## src/rtl/spi_master_pkg.sv

```systemverilog
// Shared types and constants for the SPI register-write master.
package spi_master_pkg;

  localparam int unsigned FRAME_BITS     = 32;
  localparam int unsigned RSP_BITS       = 16;
  localparam int unsigned WRITE_FLAG_BIT = 31;
  localparam int unsigned REG_BITS       = 15;
  localparam int unsigned VALUE_BITS     = 16;
  localparam int unsigned CMD_BITS       = REG_BITS + VALUE_BITS;
  localparam int unsigned BIT_CNT_BITS   = 6;

  typedef enum logic [2:0] {
    IDLE,
    SETUP,
    SHIFT_HI,
    SHIFT_LO,
    HOLD,
    GAP
  } spiState_t;

  typedef struct packed {
    logic [REG_BITS-1:0]   regnum;
    logic [VALUE_BITS-1:0] value;
  } spiCmd_t;

  // Write flag on top, then register number, then value.
  function automatic logic [FRAME_BITS-1:0] buildFrame(input spiCmd_t cmd);
    return {1'b1, cmd.regnum, cmd.value};
  endfunction

endpackage

```

## src/rtl/spi_cmd_fifo.sv

```systemverilog
// Synchronous command FIFO (power-of-2 depth) holding pending register writes.
module spi_cmd_fifo
  import spi_master_pkg::*;
#(
  parameter int unsigned DEPTH = 4
) (
  input  logic                         i_Clock,
  input  logic                         i_Reset,
  input  logic                         i_Push,
  input  spiCmd_t                      i_Data,
  input  logic                         i_Pop,
  output spiCmd_t                      o_Data,
  output logic                         o_Empty,
  output logic                         o_Full,
  output logic [$clog2(DEPTH+1)-1:0]   o_Count
);

  localparam int unsigned PTR_BITS = $clog2(DEPTH);
  localparam int unsigned CNT_BITS = $clog2(DEPTH + 1);

  spiCmd_t             mem [DEPTH];
  logic [PTR_BITS-1:0] wrPtr;
  logic [PTR_BITS-1:0] rdPtr;
  logic [CNT_BITS-1:0] count;
  logic [CNT_BITS-1:0] countNext;
  logic                doPush;
  logic                doPop;

  assign doPush    = i_Push && !o_Full;
  assign doPop     = i_Pop && !o_Empty;
  assign countNext = count + CNT_BITS'(doPush) - CNT_BITS'(doPop);
  assign o_Data    = mem[rdPtr];
  assign o_Count   = count;

  // Storage array, no reset needed.
  always_ff @(posedge i_Clock) begin
    if (doPush) begin
      mem[wrPtr] <= i_Data;
    end
  end

  // Pointers, occupancy and registered flags.
  always_ff @(posedge i_Clock) begin
    if (i_Reset) begin
      wrPtr   <= '0;
      rdPtr   <= '0;
      count   <= '0;
      o_Empty <= 1'b1;
      o_Full  <= 1'b0;
    end else begin
      if (doPush) begin
        wrPtr <= wrPtr + 1'b1;
      end
      if (doPop) begin
        rdPtr <= rdPtr + 1'b1;
      end
      count   <= countNext;
      o_Empty <= (countNext == '0);
      o_Full  <= (countNext == CNT_BITS'(DEPTH));
    end
  end

endmodule

```

## src/rtl/spi_register_master.sv

```systemverilog
// SPI mode-0 register-write initiator: 32-bit MSB-first frames, 16-bit MISO capture.
// Optional command FIFO enabled by defining SPI_MASTER_CMD_FIFO_EN; otherwise a
// single command is taken straight into the shift register while idle.
module spi_register_master #(
  parameter int unsigned CLK_DIV       = 4,
  parameter int unsigned CS_GAP_CYCLES = 8,
  parameter int unsigned FIFO_DEPTH    = 4
) (
  input  logic        i_Clock,
  input  logic        i_Reset,
  input  logic        i_CmdValid,
  output logic        o_CmdReady,
  input  logic [14:0] i_CmdRegNumber,
  input  logic [15:0] i_CmdValue,
  output logic        o_RspValid,
  output logic [15:0] o_RspSample,
  output logic        o_Busy,
  output logic        o_SPI_NSS,
  output logic        o_SPI_SCK,
  output logic        o_SPI_MOSI,
  input  logic        i_SPI_MISO
);

  import spi_master_pkg::*;

  localparam int unsigned DIV_BITS = (CLK_DIV > 1) ? $clog2(CLK_DIV) : 1;
  localparam int unsigned GAP_BITS = $clog2(CS_GAP_CYCLES + 1);

  // Elaboration-time parameter legality.
  if (CLK_DIV < 2) begin : g_badClkDiv
    $error("CLK_DIV must be >= 2");
  end
  if (CS_GAP_CYCLES < 1) begin : g_badGap
    $error("CS_GAP_CYCLES must be >= 1");
  end
  if ((FIFO_DEPTH < 2) || ((FIFO_DEPTH & (FIFO_DEPTH - 1)) != 0)) begin : g_badDepth
    $error("FIFO_DEPTH must be a power of 2, >= 2");
  end

  spiState_t               state;
  spiState_t               stateNext;
  logic [DIV_BITS-1:0]     divCnt;
  logic [DIV_BITS-1:0]     divCntNext;
  logic [GAP_BITS-1:0]     gapCnt;
  logic [GAP_BITS-1:0]     gapCntNext;
  logic [BIT_CNT_BITS-1:0] bitCnt;
  logic [BIT_CNT_BITS-1:0] bitCntNext;
  logic [FRAME_BITS-1:0]   shiftReg;
  logic [FRAME_BITS-1:0]   shiftNext;
  logic [FRAME_BITS-1:0]   frameIn;
  logic [RSP_BITS-1:0]     capture;
  logic [RSP_BITS-1:0]     captureNext;
  logic [RSP_BITS-1:0]     rspSampleNext;
  logic                    rspValidNext;
  logic                    nssNext;
  logic                    sckNext;
  logic                    mosiNext;
  logic                    busyNext;
  logic                    divLast;
  logic                    cmdAvail;
  logic                    pendingNext;
  spiCmd_t                 cmdIn;

`ifdef SPI_MASTER_CMD_FIFO_EN
  localparam int unsigned FCNT_BITS = $clog2(FIFO_DEPTH + 1);

  spiCmd_t                fifoHead;
  logic                   fifoEmpty;
  logic                   fifoFull;
  logic                   fifoPush;
  logic                   fifoPop;
  logic [FCNT_BITS-1:0]   fifoCount;
  logic [FCNT_BITS-1:0]   fifoCountNext;

  assign fifoPush      = i_CmdValid && !fifoFull;
  assign fifoPop       = (state == IDLE) && !fifoEmpty;
  assign fifoCountNext = fifoCount + FCNT_BITS'(fifoPush) - FCNT_BITS'(fifoPop);
  assign pendingNext   = (fifoCountNext != '0);
  assign cmdAvail      = !fifoEmpty;
  assign cmdIn         = fifoHead;
  assign o_CmdReady    = !fifoFull;

  spi_cmd_fifo #(
    .DEPTH (FIFO_DEPTH)
  ) u_cmdFifo (
    .i_Clock (i_Clock),
    .i_Reset (i_Reset),
    .i_Push  (fifoPush),
    .i_Data  ({i_CmdRegNumber, i_CmdValue}),
    .i_Pop   (fifoPop),
    .o_Data  (fifoHead),
    .o_Empty (fifoEmpty),
    .o_Full  (fifoFull),
    .o_Count (fifoCount)
  );
`else
  logic cmdReadyReg;

  assign pendingNext = 1'b0;
  assign cmdAvail    = i_CmdValid && cmdReadyReg;
  assign cmdIn       = {i_CmdRegNumber, i_CmdValue};
  assign o_CmdReady  = cmdReadyReg;

  // Ready only while the next state is IDLE, so a held command goes out once.
  always_ff @(posedge i_Clock) begin
    if (i_Reset) begin
      cmdReadyReg <= 1'b1;
    end else begin
      cmdReadyReg <= (stateNext == IDLE);
    end
  end
`endif

  assign frameIn = buildFrame(cmdIn);
  assign divLast = (divCnt == DIV_BITS'(CLK_DIV - 1));

  // State and datapath registers.
  always_ff @(posedge i_Clock) begin
    if (i_Reset) begin
      state       <= IDLE;
      divCnt      <= '0;
      gapCnt      <= '0;
      bitCnt      <= '0;
      shiftReg    <= '0;
      capture     <= '0;
      o_SPI_NSS   <= 1'b1;
      o_SPI_SCK   <= 1'b0;
      o_SPI_MOSI  <= 1'b0;
      o_RspValid  <= 1'b0;
      o_RspSample <= '0;
      o_Busy      <= 1'b0;
    end else begin
      state       <= stateNext;
      divCnt      <= divCntNext;
      gapCnt      <= gapCntNext;
      bitCnt      <= bitCntNext;
      shiftReg    <= shiftNext;
      capture     <= captureNext;
      o_SPI_NSS   <= nssNext;
      o_SPI_SCK   <= sckNext;
      o_SPI_MOSI  <= mosiNext;
      o_RspValid  <= rspValidNext;
      o_RspSample <= rspSampleNext;
      o_Busy      <= busyNext;
    end
  end

  // Next-state and next-output logic for the frame sequencer.
  always_comb begin
    stateNext     = state;
    divCntNext    = divCnt;
    gapCntNext    = gapCnt;
    bitCntNext    = bitCnt;
    shiftNext     = shiftReg;
    captureNext   = capture;
    mosiNext      = o_SPI_MOSI;
    rspValidNext  = 1'b0;
    rspSampleNext = o_RspSample;

    case (state)
      IDLE: begin
        if (cmdAvail) begin
          shiftNext   = frameIn;
          mosiNext    = frameIn[WRITE_FLAG_BIT];
          divCntNext  = '0;
          bitCntNext  = '0;
          captureNext = '0;
          stateNext   = SETUP;
        end
      end
      SETUP: begin
        if (divLast) begin
          divCntNext = '0;
          stateNext  = SHIFT_HI;
        end else begin
          divCntNext = divCnt + 1'b1;
        end
      end
      SHIFT_HI: begin
        if (divLast) begin
          divCntNext = '0;
          // Only the first 16 rising edges carry the returned sample.
          if (bitCnt < BIT_CNT_BITS'(RSP_BITS)) begin
            captureNext = {capture[RSP_BITS-2:0], i_SPI_MISO};
          end
          bitCntNext = bitCnt + 1'b1;
          shiftNext  = {shiftReg[FRAME_BITS-2:0], 1'b0};
          mosiNext   = shiftReg[FRAME_BITS-2];
          stateNext  = SHIFT_LO;
        end else begin
          divCntNext = divCnt + 1'b1;
        end
      end
      SHIFT_LO: begin
        if (divLast) begin
          divCntNext = '0;
          stateNext  = (bitCnt == BIT_CNT_BITS'(FRAME_BITS)) ? HOLD : SHIFT_HI;
        end else begin
          divCntNext = divCnt + 1'b1;
        end
      end
      HOLD: begin
        if (divLast) begin
          divCntNext    = '0;
          gapCntNext    = '0;
          mosiNext      = 1'b0;
          rspSampleNext = capture;
          rspValidNext  = 1'b1;
          stateNext     = GAP;
        end else begin
          divCntNext = divCnt + 1'b1;
        end
      end
      GAP: begin
        if (gapCnt >= GAP_BITS'(CS_GAP_CYCLES - 1)) begin
          stateNext = IDLE;
        end else begin
          gapCntNext = gapCnt + 1'b1;
        end
      end
      default: begin
        stateNext = IDLE;
        mosiNext  = 1'b0;
      end
    endcase

    nssNext  = (stateNext == IDLE) || (stateNext == GAP);
    sckNext  = (stateNext == SHIFT_HI);
    busyNext = (stateNext != IDLE) || pendingNext;
  end

endmodule

```

## config.mk

```make
export PLATFORM = sky130hd
export DESIGN_NAME = spi_register_master
export DESIGN_NICKNAME = d
export VERILOG_FILES = /design/src/rtl/spi_master_pkg.sv /design/src/rtl/spi_cmd_fifo.sv /design/src/rtl/spi_register_master.sv
export SDC_FILE = /design/constraint.sdc
export NUM_CORES = 1
export LEC_CHECK = 0
export CORE_MARGIN = 2
export CORE_UTILIZATION = 30
export CTS_CLUSTER_DIAMETER = 120
export CTS_CLUSTER_SIZE = 20
export DETAILED_ROUTE_END_ITERATION = 10
export GPL_ROUTABILITY_DRIVEN = 0
export GPL_TIMING_DRIVEN = 0
export PLACE_DENSITY = 0.52
export SYNTH_ARGS = -nofsm -noshare
export SYNTH_HDL_FRONTEND = slang
export SYNTH_SLANG_ARGS = --single-unit
```

## constraint.sdc

```tcl
create_clock -name i_Clock -period 3.15 [get_ports i_Clock]
set_input_delay 0.4725 -clock i_Clock [delete_from_list [all_inputs] [get_ports i_Clock]]
set_output_delay 0.4725 -clock i_Clock [all_outputs]
set_load 0.01 [all_outputs]
```

; After elaboration in Yosys (flattened, before gate mapping)
; Cells that the tools add are included.
[word_totals]
reg_bits = 84
inputBits = 35
elab_cells = 80
[op_classes]
addsub = 3
order_cmp = 2
n_eq_ne = 14
n_mux = 29
n_bitwise = 2
n_reduce_logical = 17
[op_table]
columns = op, n
row1 = 31-bit 2-to-1 mux, 2
row2 = 31-bit one-hot mux with 2 select lines, 1
row3 = 16-bit 2-to-1 mux, 3
row4 = 16-bit one-hot mux with 2 select lines, 1
row5 = 3-bit 2-to-1 mux, 7
row6 = 3-bit one-hot mux with 6 select lines, 1
row7 = 6-bit 2-to-1 mux, 2
row8 = 6-bit one-hot mux with 2 select lines, 1
row9 = 2-bit != test (second input constant), 5
row10 = 3-bit by 2-bit == test with 1-bit output (second input constant), 3
row11 = 3-bit == test (second input constant), 3
row12 = 4-bit 2-to-1 mux, 2
row13 = 4-bit one-hot mux with 2 select lines, 1
row14 = 4-bit AND reduction, 2
row15 = 6-bit by 1-bit adder with 6-bit output (second input constant), 1
row16 = 6-bit == test (second input constant), 1
row17 = 3-bit zero test, 2
row18 = 6-bit by 5-bit < comparator with 1-bit output (second input constant), 1
row19 = 3-bit AND reduction, 2
row20 = 2-bit nonzero test, 3
row21 = 4-bit by 1-bit adder with 4-bit output (second input constant), 1
row22 = 4-bit by 3-bit greater-or-equal comparator with 1-bit output (second input constant), 1
row23 = 1-bit 2-to-1 mux, 4
row24 = 2-bit 2-to-1 mux, 2
row25 = other kinds (13), 15

; Logic depth before layout (Yosys ltp)
; Gate-level depths: netlist of run 1.
[depth]
ltp_word = 6
ltp_mapped = 7
mapped_depth_nobuf = 6

; Least setup slack after synthesis of run 1
; OpenSTA, ideal clock, no wires.
[synth_path]
kind = flip-flop to flip-flop
startpoint = register divCnt[0]
endpoint = register o_Busy
setup_time_ns = 0.127
t_arrival_ns = 1.733
required_time_ns = 3.023
setup_slack_ns = 1.290
path_stages_with_launch = 7
path_buffers = 1
path_cell_list = dfxtp_1 > ha_1 > buf_2 > nand4_1 > or4_1 > a21o_1 > or3_1
[synth_between]
elab_chain_len = 4
[synth_rtl]
columns = item, line
row1 = "start, declared", spi_register_master.sv:42  ; logic [DIV_BITS-1:0] divCnt;
row2 = "start signal, assigned", spi_register_master.sv:134  ; divCnt <= divCntNext;
row3 = 2-bit == test *, spi_register_master.sv:115  ; assign divLast = (divCnt == DIV_BITS'(CLK_DIV - 1));
row4 = net divLast, spi_register_master.sv:59  ; logic divLast;
row5 = "3-bit 2-to-1 mux, on equally long branches", --
row6 = 3-bit one-hot mux with 6 select lines *, spi_register_master.sv:160  ; case (state)
row7 = 3-bit nonzero test *, spi_register_master.sv:229  ; busyNext = (stateNext != IDLE) || pendingNext;
row8 = "end signal, assigned", spi_register_master.sv:144  ; o_Busy <= busyNext;
row9 = "end, declared", spi_register_master.sv:17  ; output logic o_Busy,
; The timed path passes the listed nets; every way through them passes the cells marked *.
; A chain may end at the register's enable or synchronous reset.

; Final worst setup path of run 1
; Ends and elaborated chain as after synthesis.

==> results.sh, run 1 <==
export IMPL_vdd_ir_drop_max_mv=0.260
export IMPL_use_met3_pct=5.20
export IMPL_dieHeight_um=113
export IMPL_clock_root_buffer="clkbuf_16"
export IMPL_htree_levels=3
export IMPL_clkSlewWorstSetupHoldPaths_ps=60
export IMPL_maxCapViolations=0
export IMPL_grt_max_degree=13
export IMPL_grt_pass1_vias=2844
export IMPL_wire_per_inst_um=13.1
export IMPL_hold_buffers=0
export IMPL_layout_nets=502
export IMPL_dr_total_vias=2909
export IMPL_cts_setup_buffers=0
export IMPL_port_buffers=55
export IMPL_met2_usage_pct=21.4
export IMPL_worst_slack_ps=1110
export IMPL_p_leak_nw=1.67
export IMPL_viasPerCell=4.78
export IMPL_yosysSeqAreaShare_pct=46.9
export IMPL_synth_edf_count=0
export IMPL_clk_path_buf_depth=2
export IMPL_rsz0062_at_grt="no"
export IMPL_crit_chain="ha_1 > buf_2 > nand4_1 > or4_1 > a21o_1 > or3_1"
export IMPL_drt_wl_total_um=8000
export IMPL_cts_resized=0
export IMPL_worst_pin_slew_ps=585
export IMPL_io_pins=57
export IMPL_rr_worst_depth=6
export IMPL_hpwl_um=5730
export IMPL_path_buf_inv=1
export IMPL_finalCritPeriodShare_pct=64.7
export IMPL_setup_tns_final_ps=0
export IMPL_dieArea_um2=12800
export IMPL_floorplan_initialDensity_pct=31.0
export IMPL_die_x_um=113
export IMPL_synth_seq_cells=84
export IMPL_core_um2=11600
export IMPL_worst_setup_path_end_kind="flip-flop"
export IMPL_slew_headroom_pct=61.0
export IMPL_whs_path_depth=2
export IMPL_synth_nets=436
export IMPL_first_pass_iters=4
export IMPL_cp_start_kind="flip-flop"
export IMPL_cp_data_required_time_ps=3370
export IMPL_p_total_w=0.00244
export IMPL_cpPeakStageDelay_ps=450
export IMPL_cts_made_buffers=9
export IMPL_status="finished clean"
export IMPL_route_detailed_drc=0
export IMPL_grt_overflow=0
export IMPL_cp_depth=6
export IMPL_slew_violations=0
export IMPL_syn_area_per_cell_um2=9.03
export IMPL_ys_types=46
export IMPL_tritoncts="built"
export IMPL_async_flop_share_pct=0
export IMPL_worst_setup_path_type="reg2reg"
export IMPL_hold_class="reg2reg"
export IMPL_grt_usage_pct=13.3
export IMPL_synth_main_ff_cell="dfxtp_1"
export IMPL_synth_warnings=0
export IMPL_insertion_delay_ps=330
export IMPL_r2r_slack_ps=1110
export IMPL_stdcell_area_um2=4620
export IMPL_fmax_mhz=490
export IMPL_cts_sinks=84
export IMPL_grt_pass1_wl_um=13700
export IMPL_hold_viol=0
export IMPL_fin_crit_ps=2040
export IMPL_clock_skew_ps=7.35
export IMPL_ant_nets=0
export IMPL_rows=39
export IMPL_syn_to_final_growth_pct=28.9
export IMPL_dpl_worst_slack_ps=845
export IMPL_drt_initial_drc_count=112
export IMPL_cpMaxStageDelayCell="or4_1"
export IMPL_drive_above_1_share_pct=7.94
export IMPL_gr_usage_met1_pct=17.1
export IMPL_synth_cell_area_um2=3590
export IMPL_arrival_ps=2260
export IMPL_setup_violations=0
export IMPL_antenna_cells=0
export IMPL_path_max_fanout=10
export IMPL_power_density_nw_per_um2=528
export IMPL_top_usage_layer="met2"
export IMPL_placed_area_um2=4320
export IMPL_syn_instance_count=397
export IMPL_critical_path_top_delay_family="simple AND/OR/NAND/NOR gates"
export IMPL_antenna_found_initial=0
export IMPL_post_route_util_pct=40.0
[Yosys cell counts, types with 3 or more instances]
cell	count	area, um2
nor3_1	3	15.0
inv_1	5	18.8
nand3_1	3	15.0
a211oi_1	31	233
nor2b_1	3	18.8
or3_1	3	18.8
nor2_1	44	165
o21ai_1	4	20.0
ha_1	4	50.1
a22oi_1	3	22.5
buf_2	14	70.1
clkbuf_1	13	48.8
mux2i_1	47	470
nand2_1	68	255
dfxtp_1	84	1680
a21oi_1	26	130
and2_1	3	18.8
[flip-flops by register name (all words and copies together) (netlist names)]
signal,count
bitCnt,6
capture,16
divCnt,2
gapCnt,4
o_Busy,1
o_CmdReady,1
o_RspSample,16
o_RspValid,1
o_SPI_MOSI,1
o_SPI_NSS,1
o_SPI_SCK,1
shiftReg,31
state,3
[power breakdown]
part,switching (W),internal (W),leakage (nW)
clock,0.000397,0.000708,0.149
sequential,0.0000232,0.00111,0.684
combinational,0.000104,0.000102,0.837
total,0.000524,0.00192,1.67
[worst paths after layout]
kind                                      start         endpoint
worst max register to register        divCnt[0]           o_Busy
worst min register to register  o_RspSample[14]  o_RspSample[14]
worst min-delay path            o_RspSample[14]  o_RspSample[14]
worst max-delay path                  divCnt[0]           o_Busy
[per-layer routing]
metal,routed length [um],vias up
met5,0,-
met2,3700,59
met4,45,0
met3,410,5
li1,-,1517
met1,3850,1328
[through the flow]
stage,hold WS [ps],instances
after floorplan,432,397
after global placement,444,595
after detailed placement,449,595
after CTS,458,609
after global routing,468,609
final,453,609
[cells in the final DEF (no fill, tap or decap), types with 3 or more instances in the layout]
cell type	count
inv_1	5
nor2b_1	3
nor3_1	3
dfxtp_1	84
clkbuf_1	15
nor2_1	44
o21ai_1	4
mux2i_1	47
ha_1	4
a211oi_1	31
clkdlybuf4s50_1	55
buf_2	14
a21oi_1	26
nand3_1	3
and2_1	3
or3_1	3
nand2_1	68
clkbuf_16	9
a22oi_1	3
[final cells by class]
class	instances	area [um2]
clock buffer	12	246
tap	143	179
inverter	7	26.3
clock inverter	2	60.1
timing repair buffer	55	551
buffer	30	145
multi-input combinational	276	1730
fill	1186	6940
sequential	84	1680
[cell families after synthesis]
kind of cell / Yosys count / synth area share, %
XOR/XNOR: 1 / 0.244
AND/OR/NAND/NOR: 142 / 17.7
AO/OA/AOI/OAI: 82 / 15.8
buffers and inverters: 37 / 4.78
multiplexers: 47 / 13.1
adder cells (fa/ha/maj): 4 / 1.40
flip-flops: 84 / 46.9
[tightest hold or removal path, delay by kind of cell, from the launching register on]
kind | cells | cell delay (ps)
AND/OR/NAND/NOR | 1 | 50
flip-flops | 1 | 300
AO/OA/AOI/OAI | 1 | 50
No activity file was read; power rests on OpenSTA's default activity.
==> run 2, diff against run 1 <==
Settings changed: PLACE_DENSITY 0.52 to 0.54.
Clock period 3.15 ns to 1.7 ns, I/O delays scaled along.
==> results.sh, run 2 (synthesized netlist as in run 1, its figures left out) <==
export IMPL_cts_sinks=84
export IMPL_dr_total_vias=2984
export IMPL_htree_levels=3
export IMPL_worst_setup_path_type="reg2reg"
export IMPL_combPwrFrac_pct=9.7
export IMPL_grt_overflow=0
export IMPL_syn_to_final_growth_pct=34.2
export IMPL_power_share_clock_pct=42.6
export IMPL_route_detailed_drc=0
export IMPL_p_seq_share_pct=47.7
export IMPL_cpPeakStageDelay_ps=430
export IMPL_largest_reg_flops=31
export IMPL_cpMaxStageDelayCell="or4_4"
export IMPL_core_um2=11600
export IMPL_reg_largest_list="shiftReg (31), capture (16), o_RspSample (16)"
export IMPL_clkSlewWorstSetupHoldPaths_ps=60
export IMPL_timing_rr_start="divCnt[1]"
export IMPL_rows=39
export IMPL_whs_path_depth=2
export IMPL_cp_start_kind="flip-flop"
export IMPL_worst_setup_path_end_kind="flip-flop"
export IMPL_hpwl_um=5820
export IMPL_tritoncts="built"
export IMPL_first_pass_iters=4
export IMPL_insertion_delay_ps=340
export IMPL_slew_headroom_pct=53.1
export IMPL_drive_above_1_share_pct=15.6
export IMPL_finalCritPeriodShare_pct=106
export IMPL_viasPerCell=4.84
export IMPL_hp_start="i_Reset"
export IMPL_stdcell_area_um2=4810
export IMPL_drt_wl_total_um=8180
export IMPL_path_max_fanout=3
export IMPL_layout_common_cells="dfxtp_1, nand2_1, clkdlybuf4s50_1"
export IMPL_io_pins=57
export IMPL_floorplan_initialDensity_pct=31.0
export IMPL_port_buffers=55
export IMPL_holdPathEnd="state[0]"
export IMPL_grt_max_degree=16
export IMPL_ant_nets=0
export IMPL_placed_area_um2=4320
export IMPL_critical_path_top_delay_family="simple AND/OR/NAND/NOR gates"
export IMPL_antenna_cells=0
export IMPL_grt_pass1_wl_um=13500
export IMPL_clock_root_buffer="clkbuf_16"
export IMPL_worst_slack_ps=-100
export IMPL_hold_class="in2reg"
export IMPL_status="finished, violations left"
export IMPL_net_switching_power_w=0.00108
export IMPL_top_register="shiftReg"
export IMPL_nFillCells=1171
export IMPL_maxCapViolations=0
export IMPL_cts_made_buffers=9
export IMPL_setup_violations=18
export IMPL_hold_viol=0
export IMPL_path_buf_inv=1
export IMPL_slew_violations=0
export IMPL_layout_commonest_cell="dfxtp_1"
export IMPL_crit_chain="ha_4 > buf_6 > nand4_1 > or4_4 > a21o_1 > or3_1"
export IMPL_rr_worst_depth=6
export IMPL_dieArea_um2=12800
export IMPL_hold_buffers=0
export IMPL_r2r_end="o_Busy"
export IMPL_p_leak_nw=1.73
export IMPL_wire_per_inst_um=13.3
export IMPL_rsz0062_at_grt="yes"
export IMPL_antenna_found_initial=0
export IMPL_cp_data_required_time_ps=1920
export IMPL_vdd_ir_drop_max_mv=0.490
export IMPL_die_x_um=113
export IMPL_grt_usage_pct=13.1
export IMPL_internal_power_w=0.00331
export IMPL_grt_pass1_vias=2897
export IMPL_clk_path_buf_depth=2
export IMPL_p_total_w=0.00439
export IMPL_layout_nets=507
export IMPL_clock_skew_ps=7.12
export IMPL_worst_pin_slew_ps=703
export IMPL_dieHeight_um=113
export IMPL_violations="negative setup slack"
export IMPL_power_density_nw_per_um2=912
export IMPL_fmax_mhz=556
export IMPL_drt_initial_drc_count=79
export IMPL_r2r_slack_ps=-100
export IMPL_arrival_ps=2020
export IMPL_p_sw_share_pct=24.7
export IMPL_fin_crit_ps=1800
[run 2: changes by cell type in the layout (fill, tap and decap cells not counted), moves of 4 or more]
cell      before  now
buf_2         14    5
a211oi_2       0   11
a211oi_1      31   20
clkbuf_1      15    6
buf_4          0   11
clkbuf_4       0    4
[run 2: layer usage]
layer | share of wire, % | GRT usage [%] | vias up
li1 | - | - | 1528
met2 | 46 | 21.1 | 56
met3 | 4.0 | 2.89 | 9
met4 | 1.8 | 5.61 | 0
met1 | 48 | 16.8 | 1391
met5 | 0 | 0 | -
[run 2: area by class of cell]
type,instances,area (um2),share of cell area [%]
multi-input combinational,276,1840,38.2
sequential,84,1690,35.0
timing repair buffer,61,603,12.5
clock buffer,10,239,4.96
buffer,29,194,4.03
tap,143,179,3.72
clock inverter,6,48.8,1.01
inverter,7,26.3,0.546
[run 2: worst register-to-register path: stages, from the launching register on]
cell and delay, ps:
dfxtp_2 350, ha_4 140, buf_6 100, nand4_1 90
or4_4 430, a21o_1 200, or3_1 370
[run 2: worst max-delay path by stage]
stage	from	endpoint	slack, ps	cells past startpoint
finish	divCnt[1]	o_Busy	-100	6
global route	divCnt[1]	o_Busy	-170	6
CTS	divCnt[0]	o_Busy	-130	6
detailed placement	i_CmdValid	capture[7]	-400	6
global placement	i_CmdValid	shiftReg[16]	-360	6
floorplan	divCnt[0]	o_Busy	-110	6
[run 2: timing repair]
action / in CTS / in global routing
setup buffers: 6 / 0
resized for setup: 27 / 25
endpoints found under the setup margin: 68 / 61
pin swaps: 5 / 3
[run 2: power groups by stage]
| stage | logic [W] | registers [W] | clock network, W |
|---|---|---|---|
| finish | 0.000428 | 0.00209 | 0.00187 |
| global route | 0.000476 | 0.00210 | 0.00200 |
| CTS | 0.000404 | 0.00209 | 0.00192 |
| detailed placement | 0.000382 | 0.00213 | 0 |
| global placement | 0.000377 | 0.00213 | 0 |
| floorplan | 0.000227 | 0.00213 | 0 |
[run 2: through the flow]
stage	setup TNS [ps]	hold WS [ps]	setup WS [ps]	cells	utilization, %
4_1_cts	-908	316	-132	617	41.0
6_report	-293	314	-100	616	41.6
2_1_floorplan	-109	394	-109	397	-
5_1_grt	-3300	343	-167	616	41.6
3_3_place_gp	-17970	446	-360	595	37.4
3_5_place_dp	-18440	452	-398	595	37.4
